### src/rtl/display_scheduler.sv
// Page scheduler for the shared 8-digit display: chooses one of four 32-bit
// sources (button, timed rotation or freeze) and generates the scan-rate tick.
module display_scheduler #(
  parameter int SCAN_DIV     = 50000,
  parameter int ROTATE_TICKS = 1000,
  parameter int DEBOUNCE     = 8
) (
  input  logic        clk,
  input  logic        rst,
  input  logic [31:0] src0,
  input  logic [31:0] src1,
  input  logic [31:0] src2,
  input  logic [31:0] src3,
  input  logic [3:0]  src_valid,
  input  logic        btn_next,
  input  logic        auto_mode,
  input  logic        freeze,
  output logic [31:0] data_out,
  output logic [1:0]  page,
  output logic        page_valid,
  output logic        scan_tick
);

  localparam int DIV_W = $clog2(SCAN_DIV);
  localparam int ROT_W = (ROTATE_TICKS > 1) ? $clog2(ROTATE_TICKS) : 1;
  localparam int DEB_W = (DEBOUNCE > 1) ? $clog2(DEBOUNCE) : 1;

  localparam logic [DIV_W-1:0] DIV_LAST = DIV_W'(SCAN_DIV - 1);
  localparam logic [DIV_W-1:0] DIV_ONE  = DIV_W'(1);
  localparam logic [ROT_W-1:0] ROT_LAST = ROT_W'(ROTATE_TICKS - 1);
  localparam logic [ROT_W-1:0] ROT_ONE  = ROT_W'(1);
  localparam logic [DEB_W-1:0] DEB_LAST = DEB_W'(DEBOUNCE - 1);
  localparam logic [DEB_W-1:0] DEB_ONE  = DEB_W'(1);

  localparam logic [1:0] ST_MANUAL = 2'd0;
  localparam logic [1:0] ST_AUTO   = 2'd1;
  localparam logic [1:0] ST_FROZEN = 2'd2;

  logic [DIV_W-1:0] div_cnt;
  logic             btn_meta;
  logic             btn_sync;
  logic             deb_level;
  logic [DEB_W-1:0] stab_cnt;
  logic             deb_flip;
  logic             btn_adv;
  logic [1:0]       state;
  logic [1:0]       state_next;
  logic             leaving_frozen;
  logic [ROT_W-1:0] rot_cnt;
  logic             timeout;
  logic             active;
  logic             recover;
  logic             advance;
  logic [1:0]       page_next;
  logic [31:0]      src_sel;

  // NOTE: state is updated with non-blocking assignments so every register
  // samples pre-edge values; the async reset sits in the sensitivity list.
  always_ff @(posedge clk or negedge rst) begin
    if (!rst) begin
      div_cnt   <= '0;
      scan_tick <= 1'b0;
    end else begin
      scan_tick <= (div_cnt == DIV_LAST);
      div_cnt   <= (div_cnt == DIV_LAST) ? '0 : div_cnt + DIV_ONE;
    end
  end

  always_ff @(posedge clk or negedge rst) begin
    if (!rst) begin
      btn_meta <= 1'b0;
      btn_sync <= 1'b0;
    end else begin
      btn_meta <= btn_next;
      btn_sync <= btn_meta;
    end
  end

  // The flip happens on the sample that would bring the run length to DEBOUNCE.
  assign deb_flip = scan_tick && (btn_sync != deb_level) && (stab_cnt == DEB_LAST);
  assign btn_adv  = deb_flip && btn_sync;

  always_ff @(posedge clk or negedge rst) begin
    if (!rst) begin
      deb_level <= 1'b0;
      stab_cnt  <= '0;
    end else if (scan_tick) begin
      if (btn_sync == deb_level) begin
        stab_cnt <= '0;
      end else if (stab_cnt == DEB_LAST) begin
        deb_level <= btn_sync;
        stab_cnt  <= '0;
      end else begin
        stab_cnt <= stab_cnt + DEB_ONE;
      end
    end
  end

  // The datapath acts on the state being entered this clk, so freeze and
  // its release take effect on the very next edge.
  always_comb begin
    if (freeze)         state_next = ST_FROZEN;
    else if (auto_mode) state_next = ST_AUTO;
    else                state_next = ST_MANUAL;
  end

  always_ff @(posedge clk or negedge rst) begin
    if (!rst) state <= ST_MANUAL;
    else      state <= state_next;
  end

  assign leaving_frozen = (state == ST_FROZEN) && (state_next != ST_FROZEN);
  assign active         = (state_next != ST_FROZEN);
  assign timeout        = (state_next == ST_AUTO) && scan_tick && (rot_cnt == ROT_LAST);
  assign recover        = active && !src_valid[page] && (src_valid != 4'b0000);
  assign advance        = active && (btn_adv || timeout || recover);

  always_ff @(posedge clk or negedge rst) begin
    if (!rst) begin
      rot_cnt <= '0;
    end else if (state_next == ST_FROZEN) begin
      rot_cnt <= rot_cnt;
    end else if (state_next != ST_AUTO || advance || leaving_frozen) begin
      rot_cnt <= '0;
    end else if (scan_tick) begin
      rot_cnt <= rot_cnt + ROT_ONE;
    end
  end

  // Descending loop: the nearest valid index after cur wins; cur if none.
  function automatic logic [1:0] next_valid(input logic [1:0] cur,
                                            input logic [3:0] valid);
    logic [1:0] cand;
    next_valid = cur;
    for (int i = 3; i >= 1; i--) begin
      cand = cur + 2'(i);
      if (valid[cand]) next_valid = cand;
    end
  endfunction

  assign page_next = next_valid(page, src_valid);

  // NOTE: every always_comb output gets a value on every path (default arm),
  // otherwise synthesis infers a latch.
  always_comb begin
    case (page)
      2'd0:    src_sel = src0;
      2'd1:    src_sel = src1;
      2'd2:    src_sel = src2;
      default: src_sel = src3;
    endcase
  end

  always_ff @(posedge clk or negedge rst) begin
    if (!rst) begin
      page       <= 2'd0;
      page_valid <= 1'b0;
      data_out   <= '0;
    end else if (active) begin
      if (advance) page <= page_next;
      page_valid <= src_valid[page];
      data_out   <= src_valid[page] ? src_sel : 32'h0;
    end
  end

endmodule

### config.mk
export PLATFORM = sky130hd
export DESIGN_NAME = display_scheduler
export DESIGN_NICKNAME = d
export VERILOG_FILES = /design/src/rtl/display_scheduler.sv
export SDC_FILE = /design/constraint.sdc
export NUM_CORES = 1
export LEC_CHECK = 0
export BUFFER_PORTS_ARGS = -buffer_cell sky130_fd_sc_hd__buf_2
export CORE_ASPECT_RATIO = 1.1
export CORE_MARGIN = 8
export CORE_UTILIZATION = 40
export CTS_CLUSTER_SIZE = 16
export DETAILED_ROUTE_END_ITERATION = 10
export PLACE_DENSITY = 0.69
export SLEW_MARGIN = 0
export SYNTH_ARGS = -nofsm -noshare
export SYNTH_HDL_FRONTEND = slang
export SYNTH_SLANG_ARGS = --single-unit
### constraint.sdc
create_clock -name clk -period 3.8 [get_ports clk]
set_input_delay 0.38 -clock clk [delete_from_list [all_inputs] [get_ports clk]]
set_output_delay 0.38 -clock clk [all_outputs]
set_load 0.005 [all_outputs]
# == Word level (Yosys, flattened, before mapping) ==
# Index checks and enable logic that the tools add are counted.
# op_classes
addsub,6
order_cmp,4
n_eq_ne,12
mux,20
n_bitwise,2
reduce_logical,21
# ops
op,count
case mux 32 bit (3 select lines),1
2-to-1 mux 32 bit,1
2-to-1 mux 10 bit,2
"adder 16 x 1 -> 16 bit, second input constant",1
"equality test 16 bit, second input constant",1
2-to-1 mux 16 bit,1
"less-than comparator 2 x 3 -> 1 bit, second input constant",4
"adder 10 x 1 -> 10 bit, second input constant",1
"equality test 10 bit, second input constant",1
logical AND 1 bit,9
binary-select mux 1 bit (select 2 bit),4
2-to-1 mux 2 bit,4
"equality test 2 bit, second input constant",3
2-to-1 mux 3 bit,2
AND reduction 3 bit,2
2-to-1 mux 1 bit,5
"adder 2 bit, second input constant",2
"equality test 2 x 1 -> 1 bit, second input constant",2
logical OR 1 bit,4
nonzero test 4 bit,1
"adder 3 x 1 -> 3 bit, second input constant",1
"equality test 3 bit, second input constant",1
nonzero test 3 bit,1
"adder 2 x 1 -> 2 bit, second input constant",1
other kinds (9),10
# totals
reg_bits,70
in_bits,137
out_inout_bits,36

# == Logic depth before layout (Yosys ltp) ==
# Gate-level depths: netlist of run 1.
# depth
depth_word,12
ltp_mapped,7
depth_no_buf,6

# == Worst setup path after synthesis of run 1 ==
# No wires, ideal clock.
# synth_timing
kind,register to register
startpoint,register page[1]
endpoint,register page[0]
setup_time_ns,0.129
arrival_time_ns,1.906
required_ns,3.671
setup_slack_ns,1.765
path_stages_with_launch,8
path_cell_list,dfrtp_1 > clkbuf_1 > inv_1 > ha_1 > mux2_2 > o21ai_0 > a2111oi_4 > nand3b_1
# synth_between
elab_chain_len,8
elab_cells_between_ends,20
classes_between,add/sub (3); mux (10); reduce/logical (7)
# synth_rtl
item,line,text
start: declaration,19,"output logic [1:0] page,"
start signal: assignment,160,if (advance) page <= page_next;
"parallel branches: the longest is 8 deep, another holds adder 2 bit",--,
# Several ways; the timed one is not identified. The select of a mux whose other input is x is not followed.
# A chain may end at the register's enable or synchronous reset.

# == Worst setup path after layout of run 1 ==
# layout_timing
startpoint,register page[0]
endpoint,register data_out[31]
# layout_between
elab_chain_len,3
elab_cells_between_ends,7
classes_between,eq/ne (2); mux (4); reduce/logical (1)
# layout_rtl
item,line,text
equality test 2 bit (tied with other cells),146,case (page)
case mux 32 bit (3 select lines) / 2-to-1 mux 1 bit (equally long branches),"146, 162",
2-to-1 mux 32 bit (*),162,data_out <= src_valid[page] ? src_sel : 32'h0;
end signal: assignment,162,
end: declaration,18,"output logic [31:0] data_out,"
# Every way passes the cells marked *; elsewhere a longest branch is shown, timed or not. The select of a mux whose other input is x is not followed.

==> flow_summary_export.csv, run 1 <==
group,metric,value,unit
layout,layoutNonFillerInstCount,664,
synthesis,synth_simple_gate_area_share,14.89,%
sta,finalClockSkew,10.23,ps
sta,max_freq,0.4187,GHz
synthesis,yosysWarningCount,0,
synthesis,syn_nets,531,
sta,maxSlewViolCount,0,
floorplanning,row_count,38,
clock_tree,clk_pin_slew,80,ps
synthesis,synthMuxAreaShare,1.917,%
floorplanning,die_height,119.8,um
synthesis,netlist.top_cell.by_area,"dfrtp_1",
setup_path,startpoint_type,"register",
layout,num_antenna_cells,0,
floorplanning,die_area,0.01322,mm2
synthesis,synth_compound_area_share,28.88,%
clock_tree,cts_hold_buf,0,
layout,final_cell_mix,"buf_2 (172), dfrtp_1 (70), nand2_1 (47), a22o_1 (39), o21ai_0 (38)",
global_routing,grt_pass1_wl,19650,um
global_routing,grt_pass1_vias,4027,
sta,worst_pin_slew,1200,ps
clock_tree,clkLatencyLatePin,340,ps
power,powerDensity,607.3,mW/mm2
route,wl_met2,6140,um
power,p_leak,2.433,nW
worst_hold_path,hold_path.class,"input pin to register",
run,drv_cap,0,
placed_design,numPortBuffers,172,
clock_tree,htreeDepth,3,
synthesis,synth_top_family_by_area,"compound AO/OA/AOI/OAI gates",
route,vias,3876,
synthesis,synth_top_area_share,44.73,%
layout,area_growth,28.08,%
sta,fin_tns_setup,0,ps
sta,hold_violations,0,
route,post_drt_wl_per_cell,18.51,um
route,firstDrtPassIters,11,
synthesis,ys_ff_latch,70,
clock_tree,cts_tree,"yes",
route,drc,0,
clock_tree,post_cts_resized,0,
placed_design,post-place-cells,648,
synthesis,synthAdderAreaFrac,2.556,%
clock_tree,cts_buffer_depth,2,
layout,final_nets,684,
sta,rsz0062_at_grt,"false",
synthesis,ys_types,53,
synthesis,syn-cell-area,0.003916,mm2
route,wl_met1,5124,um
synthesis,synth_xor_area_share,2.684,%
sta,final_critical_path_setup_slack,1412,ps
global_routing,antenna_found_initial,0,
sta,maxSlewHeadroom,20.02,%
synthesis,synth_edf_count,0,
layout,fillers,936,
setup_path,cp.arrival,2670,ps
route,ant_nets,0,
placed_design,dp_hpwl,9411,um
synthesis,synthFlopType,"dfrtp_1",
route,viasPerCell,5.837,
clock_tree,root_buffer,"clkbuf_8",
setup_path,worstSetupPathType,"register to register",
route,top_layer_used,"met4",
global_routing,grt_max_degree,71,
synthesis,synth_seq_area_share,44.73,%
floorplanning,start_util,40.38,%
route,drt-total-wl,12290,um
status,outcome,"complete, no violations",
clock_tree,postCtsSetupBuffers,0,
setup_path,crit_fanout,32,
clock_tree,clock_sinks,70,
synthesis,syn_inst,386,
placed_design,dp_slack,1405,ps
power,irDropWorstVdd,344.4,uV
sta,min_period_over_period,62.85,%
route,met3_length,723,um
layout,layout_commonest_cell,"buf_2",
clock_tree,cts_made_buffers,9,
sta,layout_min_cycle_time,2388,ps
sta,finalSetupViolations,0,
synthesis,async_flop_share,100.0,%
floorplanning,core,0.009699,mm2
setup_path,crit_required,4080,ps
synthesis,avgSynthCellArea,10.15,um2
global_routing,grt_usage,18.58,%
placed_design,gp_routability_congestion,0.9215,
layout,drive_gt1_share,37.50,%
floorplanning,chipWidth,110.3,um
setup_path,worst_setup_path_end_kind,"register",
synthesis,synth_area_leaders,"dfrtp_1 (45%), a22o_1 (8.7%), a222oi_1 (8.2%)",
global_routing,gr-total-overflow,0,
floorplanning,ioPinCount,173,
route,drt_iter0_drc,283,
[report_power, final]
part,internal (W),leakage (nW),switching [W]
Clock,0.000386,0.110,0.000269
Sequential,0.000924,0.927,0.000147
Combinational,0.000601,1.39,0.000718
Total,0.00191,2.43,0.00113
[final timing paths]
| path | slack, ps | to | cells past startpoint | startpoint |
|---|---|---|---|---|
| worst max-delay path | 1410 | data_out[31] | 5 | page[0] |
| worst min-delay path | 150 | btn_meta | 1 | btn_next |
| worst max register to register | 1410 | data_out[31] | 5 | page[0] |
| worst min register to register | 350 | btn_sync | 0 | btn_meta |
| max in group asynchronous | 2990 | state[1] | 2 | rst |
| min in group asynchronous | 210 | div_cnt[0] | 2 | rst |
[through the flow]
| step | cell area (um2) | util [%] | hold WS (ps) | total power, W |
|---|---|---|---|---|
| 6_report | 5016 | 51.72 | 146.1 | 0.003046 |
| 5_1_grt | 5016 | 51.72 | 127.6 | 0.003264 |
| 3_3_place_gp | 4801 | 49.50 | 333.7 | 0.002373 |
| 3_5_place_dp | 4801 | 49.50 | 337.9 | 0.002406 |
| 4_1_cts | 5016 | 51.72 | 134.8 | 0.003061 |
| 2_1_floorplan | 3916 | - | 84.41 | 0.001930 |
[Yosys cell counts, drive strengths merged (4+ instances only)]
cell,count
a21o,5
a222oi,32
a22o,39
a41o,4
buf,9
clkbuf,23
dfrtp,70
ha,8
inv,7
nand2,47
nand2b,4
nand3,7
nand4,9
nor2,12
nor3,7
o21ai,38
or3,4
xnor2,7
xor2,5
[sequential cells by signal, summed over array words and instances, names as in the netlist]
name and count:
div_cnt 16, scan_tick 1, btn_sync 1, page_valid 1, deb_level 1, stab_cnt 3
rot_cnt 10, data_out 32, page 2, state 2, btn_meta 1
[metal layers]
layer / vias up / GRT usage [%]
li1: 1819 / -
met1: 1896 / 23.58
met2: 139 / 29.94
met3: 22 / 4.397
met4: 0 / 6.505
met5: - / 0
[final cells by class]
cell class / instances / area, um2 / area share [%]
clock inverter: 4 / 70.07 / 1.397
clock buffer: 12 / 145.1 / 2.893
sequential: 70 / 1752 / 34.92
tap: 120 / 150.1 / 2.993
timing repair buffer: 174 / 875.8 / 17.46
inverter: 7 / 26.28 / 0.5238
multi-input combinational: 277 / 1997 / 39.81
[critical path, stage by stage (launching register included)]
cell and delay [ps]:
dfrtp_1 520, inv_1 160, ha_1 950, a222oi_1 320, o21ai_0 240, a22o_1 150
[kinds of logic (layout without fill, tap and decap cells)]
kind of cell | count (synthesis) | after routing
adders and majority gates | 8 | 8
AOI/OAI and AO/OA | 139 | 139
xor gates and xnor gates | 12 | 12
and+or+nand+nor | 112 | 112
DFF | 70 | 70
buffers and inverters | 39 | 197
muxes | 6 | 6
No activity file was read; power rests on OpenSTA's default activity.
==> inputs of run 2 (changes only) <==
--- a/config.mk
+++ b/config.mk
@@ -5,6 +5,7 @@
 export SDC_FILE = /design/constraint.sdc
 export NUM_CORES = 1
 export LEC_CHECK = 0
+export ABC_AREA = 1
 export BUFFER_PORTS_ARGS = -buffer_cell sky130_fd_sc_hd__buf_2
 export CORE_ASPECT_RATIO = 1.1
 export CORE_MARGIN = 8
==> constraint.sdc (replaced) <==
create_clock -name clk -period 2.5 [get_ports clk]
set_input_delay 0.25 -clock clk [delete_from_list [all_inputs] [get_ports clk]]
set_output_delay 0.25 -clock clk [all_outputs]
set_load 0.005 [all_outputs]
==> flow_summary_export.csv, run 2 <==
group,metric,value,unit
synthesis,syn_nets,653,
floorplanning,die_height,121.5,um
global_routing,gr-total-overflow,0,
synthesis,yosysWarningCount,0,
synthesis,ys_types,33,
synthesis,synth_area_leaders,"dfrtp_1 (43%), nand2_1 (15%), a22o_1 (6.9%)",
global_routing,grt_pass1_wl,20980,um
layout,final_util,53.28,%
sta,finalClockSkew,6.042,ps
synthesis,ys_ff_latch,70,
layout,top_regs,"data_out (32), div_cnt (16), rot_cnt (10)",
sta,max_freq,0.5367,GHz
sta,rsz0062_at_grt,"false",
floorplanning,start_util,41.14,%
sta,layout_min_cycle_time,1863,ps
worst_hold_path,hold_path.class,"input pin to register",
route,drt_iter0_drc,229,
route,vias,4166,
power,irDropWorstVdd,528.1,uV
sta,finalSetupViolations,0,
floorplanning,die_area,0.01360,mm2
floorplanning,ioPinCount,173,
clock_tree,root_buffer,"clkbuf_8",
route,drt-total-wl,13010,um
sta,hold_violations,0,
placed_design,post-place-cells,781,
sta,final_critical_path_setup_slack,636.8,ps
floorplanning,chipWidth,111.9,um
clock_tree,postCtsSetupBuffers,0,
layout,area_growth,29.51,%
setup_path,path_cells,"inv_4 -> ha_2 -> nand2_1 -> nand2_1 -> o22ai_1 -> o21ai_0",
status,outcome,"complete, no violations",
power,powerDensity,846.5,mW/mm2
synthesis,syn-cell-area,0.004049,mm2
setup_path,crit_fanout,32,
synthesis,synth_top_area_share,43.26,%
clock_tree,htreeDepth,3,
synthesis,async_flop_share,100.0,%
placed_design,dp_slack,266.3,ps
synthesis,synth_seq_area_share,43.26,%
synthesis,yosysMostFrequentCell,"nand2_1",
clock_tree,cts_made_buffers,9,
layout,largest_reg_flops,32,
clock_tree,clock_sinks,70,
sta,worst_pin_slew,670.1,ps
route,ant_nets,0,
setup_path,cp_slowest_cell,"ha_2",
sta,maxSlewHeadroom,55.32,%
setup_path,crit_family,"adder cells",
setup_path,cpMostUsedCell,"nand2_1",
setup_path,startpoint_type,"register",
clock_tree,clk_pin_slew,70,ps
route,drc,0,
layout,fillers,939,
setup_path,worst_setup_path_end_kind,"register",
layout,layoutNonFillerInstCount,801,
global_routing,grt_usage,19.21,%
placed_design,numPortBuffers,172,
global_routing,grt_pass1_vias,4400,
synthesis,syn_inst,508,
clock_tree,cts_tree,"yes",
synthesis,synthFlopType,"dfrtp_1",
setup_path,critPathBufInv,1,
layout,final_cell_mix,"buf_2 (172), nand2_1 (162), dfrtp_1 (70), o21ai_0 (34)",
placed_design,gp_routability_congestion,0.8477,
sta,min_period_over_period,74.53,%
synthesis,avgSynthCellArea,7.970,um2
route,viasPerCell,5.201,
layout,largest-register,"data_out",
global_routing,grt_max_degree,71,
sta,maxSlewViolCount,0,
layout,final_nets,819,
synthesis,netlist.top_cell.by_area,"dfrtp_1",
power,finalPower,0.004439,W
clock_tree,clkLatencyLatePin,350,ps
placed_design,dp_hpwl,9887,um
layout,drive_gt1_share,32.11,%
setup_path,worstSetupPathType,"register to register",
floorplanning,core,0.009842,mm2
synthesis,synth_commonest_cells,"nand2_1 (162), dfrtp_1 (70), o21ai_0 (34), a22o_1 (32), o22ai_1 (32)",
synthesis,synth_edf_count,0,
floorplanning,row_count,38,
route,post_drt_wl_per_cell,16.24,um
route,firstDrtPassIters,4,
clock_tree,cts_buffer_depth,2,
layout,layout_commonest_cell,"buf_2",
run,drv_cap,0,
power,p_leak,2.880,nW
setup_path,crit_required,2750,ps
setup_path,max_stage_delay,630,ps
global_routing,antenna_found_initial,2,
setup_path,cp.arrival,2110,ps
sta,fin_tns_setup,0,ps
## run 2: power breakdown
| part | switching (W) | leakage (nW) | internal [W] |
|---|---|---|---|
| Clock | 0.000426 | 0.110 | 0.000587 |
| Combinational | 0.00112 | 1.85 | 0.000824 |
| Sequential | 0.000147 | 0.923 | 0.00134 |
| Total | 0.00169 | 2.88 | 0.00275 |
## run 2: stage by stage
| stage | hold slack [ps] | cell area (um2) |
|---|---|---|
| final | 126.9 | 5244 |
| after global routing | 126.5 | 5244 |
| after CTS | 108.5 | 5234 |
| after detailed placement | 306.6 | 4999 |
| after global placement | 308.1 | 4999 |
| after floorplan | -45.59 | 4049 |
## run 2: timing repair
item                                    CTS  global route
gates resized for setup                   0             2
hold endpoints to repair                 71             0
hold buffers                              2             0
endpoints found under the setup margin    0             1
## run 2: per-layer routing
layer	routed length (um)	up-vias	global-route usage, %
met5	0	-	0
met4	340	0	7.528
met3	1057	23	6.471
met2	6367	181	31.94
met1	5245	1919	22.58
li1	-	2043	-
## run 2: cells by family after synthesis
family,share of synthesized area [%]
compound gates,17.65
xor+xnor,3.461
fa+ha+maj,2.472
buf+inv,6.242
flops,43.26
simple gates,26.92
## run 2: path summary, 6_finish.rpt
check	start	end	slack, ps	cells past startpoint
min in group asynchronous	rst	rot_cnt[2]	450	3
min	auto_mode	state[0]	130	3
max	page[0]	data_out[22]	640	6
max in group asynchronous	rst	data_out[24]	1740	3
max reg2reg	page[0]	data_out[22]	640	6
min reg2reg	btn_meta	btn_sync	350	0
## run 2: area by class of cell
class / instances / area (um2) / share of cell area, %
antenna: 2 / 5.005 / 0.09544
clock buffer: 12 / 145.1 / 2.768
clock inverter: 4 / 70.07 / 1.336
inverter: 35 / 136.4 / 2.601
multi-input combinational: 380 / 2049 / 39.08
sequential: 70 / 1752 / 33.40
tap: 120 / 150.1 / 2.863
timing repair buffer: 178 / 935.9 / 17.85
## run 2: worst min-delay path: cells and delay by family
family        cells  cell delay, ps
buf+inv           2             130
simple gates      1              60
